$ cat src/rtl/flag_unit.sv
// flag_unit: NZCV condition-flag register with long-multiply (LO/HI) Z tracking,
// a combinational forward of the next flag value, and sequence-error reporting.
`default_nettype none

module flag_unit (
  input  logic        clk,
  input  logic        rst_n,
  input  logic        upd_valid,
  input  logic [2:0]  upd_op,
  input  logic [31:0] result,
  input  logic        alu_c,
  input  logic        alu_v,
  input  logic        shifter_c,
  input  logic [3:0]  msr_nzcv,
  input  logic [3:0]  spsr_nzcv,
  input  logic        stall,
  input  logic        flush,
  output logic        n,
  output logic        z,
  output logic        c,
  output logic        v,
  output logic [3:0]  nzcv_fwd,
  output logic        mull_pending,
  output logic        seq_err
);

  localparam logic [2:0] OP_ARITH   = 3'b000;
  localparam logic [2:0] OP_LOGIC   = 3'b001;
  localparam logic [2:0] OP_MUL     = 3'b010;
  localparam logic [2:0] OP_MULL_LO = 3'b011;
  localparam logic [2:0] OP_MULL_HI = 3'b100;
  localparam logic [2:0] OP_MSR     = 3'b101;
  localparam logic [2:0] OP_RESTORE = 3'b110;

  typedef enum logic [0:0] {
    IDLE    = 1'b0,
    LO_SEEN = 1'b1
  } state_t;

  state_t     state;
  state_t     state_next;
  logic [3:0] flags;
  logic [3:0] flags_next;
  logic       lo_zero;
  logic       lo_zero_next;
  logic       seq_err_next;
  logic       res_zero;
  logic       accept;

  assign res_zero = (result == 32'h0000_0000);
  assign accept   = upd_valid & ~stall & ~flush;

  always_ff @(posedge clk or negedge rst_n) begin
    if (!rst_n) begin
      state   <= IDLE;
      flags   <= 4'b0000;
      lo_zero <= 1'b0;
      seq_err <= 1'b0;
    end else begin
      state   <= state_next;
      flags   <= flags_next;
      lo_zero <= lo_zero_next;
      seq_err <= seq_err_next;
    end
  end

  always_comb begin
    state_next   = state;
    flags_next   = flags;
    lo_zero_next = lo_zero;
    seq_err_next = 1'b0;
    if (flush) begin
      // A flush abandons any half-finished long multiply but keeps flags.
      state_next = IDLE;
    end else if (accept) begin
      case (upd_op)
        OP_ARITH:   flags_next = {result[31], res_zero, alu_c, alu_v};
        OP_LOGIC:   flags_next = {result[31], res_zero, shifter_c, flags[0]};
        OP_MUL:     flags_next = {result[31], res_zero, flags[1:0]};
        OP_MULL_LO: begin
          lo_zero_next = res_zero;
          state_next   = LO_SEEN;
          seq_err_next = (state == LO_SEEN);
        end
        OP_MULL_HI: begin
          if (state == LO_SEEN) begin
            flags_next = {result[31], lo_zero & res_zero, flags[1:0]};
            state_next = IDLE;
          end else begin
            seq_err_next = 1'b1;
          end
        end
        OP_MSR:     flags_next = msr_nzcv;
        OP_RESTORE: flags_next = spsr_nzcv;
        default:    flags_next = flags;
      endcase
    end
  end

  assign {n, z, c, v}  = flags;
  assign nzcv_fwd      = flags_next;
  assign mull_pending  = (state == LO_SEEN);

endmodule

`default_nettype wire

$ cat config.mk
export PLATFORM = sky130hd
export DESIGN_NAME = flag_unit
export DESIGN_NICKNAME = d
export VERILOG_FILES = /design/src/rtl/flag_unit.sv
export SDC_FILE = /design/constraint.sdc
export NUM_CORES = 1
export LEC_CHECK = 0
export ABC_AREA = 1
export ABC_CLOCK_PERIOD_IN_PS = 2650
export CORE_MARGIN = 2
export CORE_UTILIZATION = 31
export DETAILED_ROUTE_END_ITERATION = 16
export GPL_TIMING_DRIVEN = 0
export PLACE_DENSITY = 0.95
export SYNTH_ARGS = -nofsm -noshare
export SYNTH_HDL_FRONTEND = slang
export SYNTH_SLANG_ARGS = --single-unit
export TNS_END_PERCENT = 5
$ cat constraint.sdc
create_clock -name clk -period 2.65 [get_ports clk]
set_input_delay 0.3975 -clock clk [delete_from_list [all_inputs] [get_ports clk]]
set_output_delay 0.3975 -clock clk [all_outputs]
set_load 0.05 [all_outputs]
* After elaboration in Yosys (flattened, before gate mapping)
Index checks and enable logic that the tools add are counted.
Word-level totals: flip-flop bits (word level) 7, latch bits 0, memory bits (writable) 0, bits in read-only memories 0, input bits 51, output and inout port bits 10, memories 0
Cells by class: add/sub/neg operators 0, $mul 0, div/mod/pow operators 0, magnitude comparators 0, equal/unequal tests 6, shift-type cells 0, mux-type cells 11, bitwise gates (word level) 5, reduce and logical (&&, ||, !) cells 6
Operators with widths (count):
- $logic_not A32 Y1 | 1
- $pmux W4 S6 | 1
- $mux W4 | 3
- $eq A3 B3 Y1 const B | 3
- $eq A3 B2 Y1 const B | 2
- $mux W1 | 5
- $pmux W1 S2 | 2
- $and A1 B1 Y1 | 3
- $eq A3 B1 Y1 const B | 1
- $logic_not A3 Y1 | 1
- $reduce_and A3 Y1 | 1
- $reduce_bool A3 Y1 | 1
- $not A1 Y1 | 2
- $reduce_and A2 Y1 | 1
- $reduce_bool A2 Y1 | 1

* Depth between registers and ports, before layout
depth in word-level cells 6, gate-level depth with buffers 9

* Worst setup path after synthesis
No wires, ideal clock.
path kind register -> output, from register state (netlist: mull_pending), to output nzcv_fwd[3], data arrival time 1399 ps, required time 2253 ps, setup slack 854 ps, stages on the path, launching flop included 7, path buffers 0, cells stage by stage dfrtp_1 inv_1 o21ai_1 nand2_1 nand3_1 nand2_1 nand2_1
On the way: word-level cells in the longest chain between the ends 4
RTL lines:
- start: declaration | line 40 | state_t state;
- start signal: assignment | line 60 | state <= state_next;
- $mux W4 | line 86 | if (state == LO_SEEN) begin
- $pmux W4 S6 | line 76 | case (upd_op)
- $mux W4 | line 75 | end else if (accept) begin
- $mux W4 | line 72 | if (flush) begin
- end: declaration | line 22 | output logic [3:0] nzcv_fwd,
Every way passes these cells.

* Worst setup path after layout
from input upd_valid, to output nzcv_fwd[0]
On the way: word-level cells in the longest chain between the ends 4
RTL lines:
- start: declaration | line 8 | input logic upd_valid,
- $and A1 B1 Y1 (2 in a row) | line 51 | assign accept = upd_valid & ~stall & ~flush;
- $mux W4 | line 75
- $mux W4 | line 72
Every way passes these cells.

==> out/summary.txt <==
ROUTE
--------------------------------------------------------------------------------------------------
Iteration-0 DRC Markers .............................................................           26
Detailed Routing Iterations Pass 1 ..................................................            4
DRC viols ...........................................................................            0
Avg WL per Cell .....................................................................      9.64 um
Ratio of routed vias to standard cells ..............................................         4.45
Via count of the routed design ......................................................          873
Post-Route WL .......................................................................      1890 um
Antenna viol nets, final ............................................................            0

PLACEMENT
--------------------------------------------------------------------------------------------------
Number of buffer cells added on primary ports .......................................           60
Half-perimeter wire length after placement ..........................................      1740 um
Worst slack at placement ............................................................    -0.259 ns
Routability congestion estimate from global placement ...............................        0.777
Post-place instance area ............................................................    1250 um^2
Count of placed standard cells including taps .......................................          192

SETUP PATH
--------------------------------------------------------------------------------------------------
Most prevalent standard cell on the critical path ................................... sky130_fd_sc_hd__nand2_1
CP required .........................................................................      2.25 ns
Largest delay contributor family on the critical path ............................... buffers and inverters
Arrival time of the worst setup path ................................................      2.13 ns
Worst Path Buf+Inv ..................................................................            3
Category of the worst setup path launch point ....................................... primary input
Crit-path slowest cell .............................................................. sky130_fd_sc_hd__clkdlybuf4s50_1
Kind of capture point of the worst setup path .......................................  output port
Type of the setup path with the least slack ......................................... primary input to output port
Critical path fanouts, max ..........................................................            6
Maximum single-stage delay on the critical path .....................................      0.46 ns
Critical path cell sequence ......................................................... clkdlybuf4s50_1 -> inv_1 -> nor2_4 -> nand2_1 -> a21oi_2 -> nand3_1 -> o21ai_1 -> nand2_1 -> dlygate4sd2_1

GLOBAL ROUTE
--------------------------------------------------------------------------------------------------
Peak-usage layer in the global routing report .......................................         met2
Global-route wire length before repair ..............................................      3340 um
Maximum number of pins on one net before global-route repair ........................            8
Via count of the first global-routing pass ..........................................          821
Met3 usage in global routing ........................................................        2.78%
Global route overflow ...............................................................            0
Total GRT Usage .....................................................................        17.8%
Global Route met1 Usage .............................................................        20.3%
Global Route met2 Usage .............................................................        32.2%
Antenna violations before repair ....................................................            0

CLOCK TREE
--------------------------------------------------------------------------------------------------
Level count of the clock H-tree .....................................................            1
Buffer type at the clock tree root .................................................. sky130_fd_sc_hd__clkbuf_4
Clock tree sinks ....................................................................            7
Number of clock buffers inserted by TritonCTS .......................................            3
Maximum clock path buffer count .....................................................            2
TritonCTS clock tree ................................................................          yes
Clock transition time at the flip-flop clock pins of the worst setup and hold paths .      0.05 ns
Worst-skew pair later-pin latency ...................................................      0.25 ns
# Post-CTS Setup Buffers ............................................................            0
Hold-fix buffers at CTS .............................................................            0

LOGIC SYNTHESIS
--------------------------------------------------------------------------------------------------
Syn nets ............................................................................          156
Number of flip-flops and latches in the synthesized netlist .........................            7
Synthesized netlist cell count ......................................................          105
Sequential cell area fraction in the yosys report ...................................        28.6%
Yosys cell types ....................................................................           17
Mean cell area of the mapped netlist ................................................    5.83 um^2
Synth Cell Area .....................................................................     612 um^2
Syn. warnings .......................................................................            0

POWER AND IR DROP
--------------------------------------------------------------------------------------------------
Power consumption ...................................................................     0.455 mW
Power density cells .................................................................  362 nW/um^2
Static leakage ......................................................................     0.558 nW
VDD IR max ..........................................................................   0.000243 V

DIE
--------------------------------------------------------------------------------------------------
Die width ...........................................................................      48.4 um
Number of core rows .................................................................           16
Core Footprint ......................................................................    1900 um^2
Top Ports ...........................................................................           61
Chip Height .........................................................................      48.4 um
Area enclosed by the die boundary ...................................................    2340 um^2
Starting density of the core ........................................................        32.2%

OUTCOME
--------------------------------------------------------------------------------------------------
Result of the run ................................................................... complete, no violations

TIMING
--------------------------------------------------------------------------------------------------
Total negative setup slack ..........................................................         0 ns
Setup repair after global routing missed its margin .................................         true
Shortest clock period the worst path allows after layout ............................      2.53 ns
Fmax ................................................................................      395 MHz
Number of max-slew violations in the final report ...................................            0
Fin worst setup slack ...............................................................     0.121 ns
Total of endpoints with negative setup slack in the final report ....................            0
Rel. slew slack .....................................................................        66.2%
Final hold vios .....................................................................            0
Share of the clock period used by the worst path ....................................        95.4%
Worst-case clock skew ...............................................................   0.00218 ns
Slew at the pin closest to its max-slew limit .......................................     0.506 ns

CELLS AND AREA
--------------------------------------------------------------------------------------------------
Number of diodes added for antenna fixing ...........................................            0
Area growth from synthesis to layout ................................................         105%
Filler-free cell count of the finished design .......................................          196
Number of nets in the final layout ..................................................          221
Finished layout cell area ...........................................................    1260 um^2
Most common library cell in the layout ignoring fill and taps ....................... sky130_fd_sc_hd__clkdlybuf4s50_1
Fraction of final layout cells sized beyond drive strength 1 ........................        7.69%
Commonest cells after routing, fill and taps aside .................................. sky130_fd_sc_hd__clkdlybuf4s50_1, sky130_fd_sc_hd__nand2_1, sky130_fd_sc_hd__nor2_1
Filler cell count ...................................................................          160

WORST HOLD PATH
--------------------------------------------------------------------------------------------------
Worst min-delay path category ....................................................... primary input to async pin

JOB
--------------------------------------------------------------------------------------------------
Reported max-cap violation count ....................................................            0

==> cell usage after synthesis (all sizes together) <==
master / count / area, um^2
nor2: 25 / 109
o22ai: 2 / 12.5
nand4: 2 / 12.5
inv: 16 / 60.1
dfrtp: 7 / 175
a21oi: 3 / 18.8
nand3: 8 / 45.0
nand2: 33 / 129
a211oi: 1 / 7.51
o21ai: 7 / 35.0
o31ai: 1 / 7.51
==> metrics by stage <==
| stage | hold slack, ns | utilization [%] |
|---|---|---|
| floorplan | 0.102 | - |
| finish | 0.399 | 66.1 |
| detailed placement | 0.500 | 65.5 |
| global placement | 0.480 | 65.5 |
| global route | 0.411 | 66.1 |
| CTS | 0.407 | 66.6 |
==> layout make-up <==
| class | count | area [um^2] | area share, % |
|---|---|---|---|
| clock buffers | 4 | 26.3 | 2.09 |
| inverters | 16 | 60.1 | 4.78 |
| multi-input cells | 82 | 377 | 30.0 |
| flip-flops and latches | 7 | 175 | 13.9 |
| well taps | 27 | 33.8 | 2.69 |
| repair buffers | 60 | 584 | 46.5 |
==> sequential cells by signal, summed over array words and instances (netlist names) <==
register / flops
seq_err: 1
lo_zero: 1
flags: 4
mull_pending: 1
==> cells by family after synthesis <==
logic type	after synthesis	share of synthesized area [%]
buffers and inverters	16	9.81
DFF	7	28.6
and+or+nand+nor	68	48.3
AOI/OAI and AO/OA	14	13.3
==> worst reg2reg max path, cell delays in order (launching register included) <==
cell                      delay [ns]
sky130_fd_sc_hd__dfrtp_1        0.42
sky130_fd_sc_hd__inv_1          0.09
sky130_fd_sc_hd__o21ai_1        0.07
sky130_fd_sc_hd__nand2_1        0.05
sky130_fd_sc_hd__nand3_1        0.08
sky130_fd_sc_hd__nand2_1        0.07
sky130_fd_sc_hd__nand2_1        0.06
==> routing by layer <==
layer	routed length [um]	part of all wire, %
met5	0	0
met4	46	2.4
met3	122	6.5
met2	995	53
met1	724	38
==> path summary, 6_finish.rpt <==
| path | end | from | cells past startpoint | slack, ns |
|---|---|---|---|---|
| setup / recovery | nzcv_fwd[0] | upd_valid | 9 | 0.12 |
| hold reg to reg | flags[0]$_DFF_PN0_ | flags[0]$_DFF_PN0_ | 2 | 0.51 |
| hold / removal | flags[3]$_DFF_PN0_ | rst_n | 1 | 0.40 |
| min in group clk | flags[0]$_DFF_PN0_ | flags[0]$_DFF_PN0_ | 2 | 0.51 |
| setup reg to reg | flags[3]$_DFF_PN0_ | mull_pending$_DFFE_PN0P_ | 6 | 1.69 |
| max in group asynchronous | flags[1]$_DFF_PN0_ | rst_n | 1 | 2.02 |
==> where the power goes <==
group,switching (mW),internal [mW]
clock network,0.0376,0.0574
logic,0.130,0.106
registers,0.00623,0.118
==> timing repair <==
| action | in CTS | in global routing |
|---|---|---|
| setup endpoints to repair | 4 | 4 |
| gates cloned | 0 | 0 |
| resized for setup | 4 | 6 |
| pin swaps | 0 | 0 |
No activity file was read; power rests on OpenSTA's default activity.
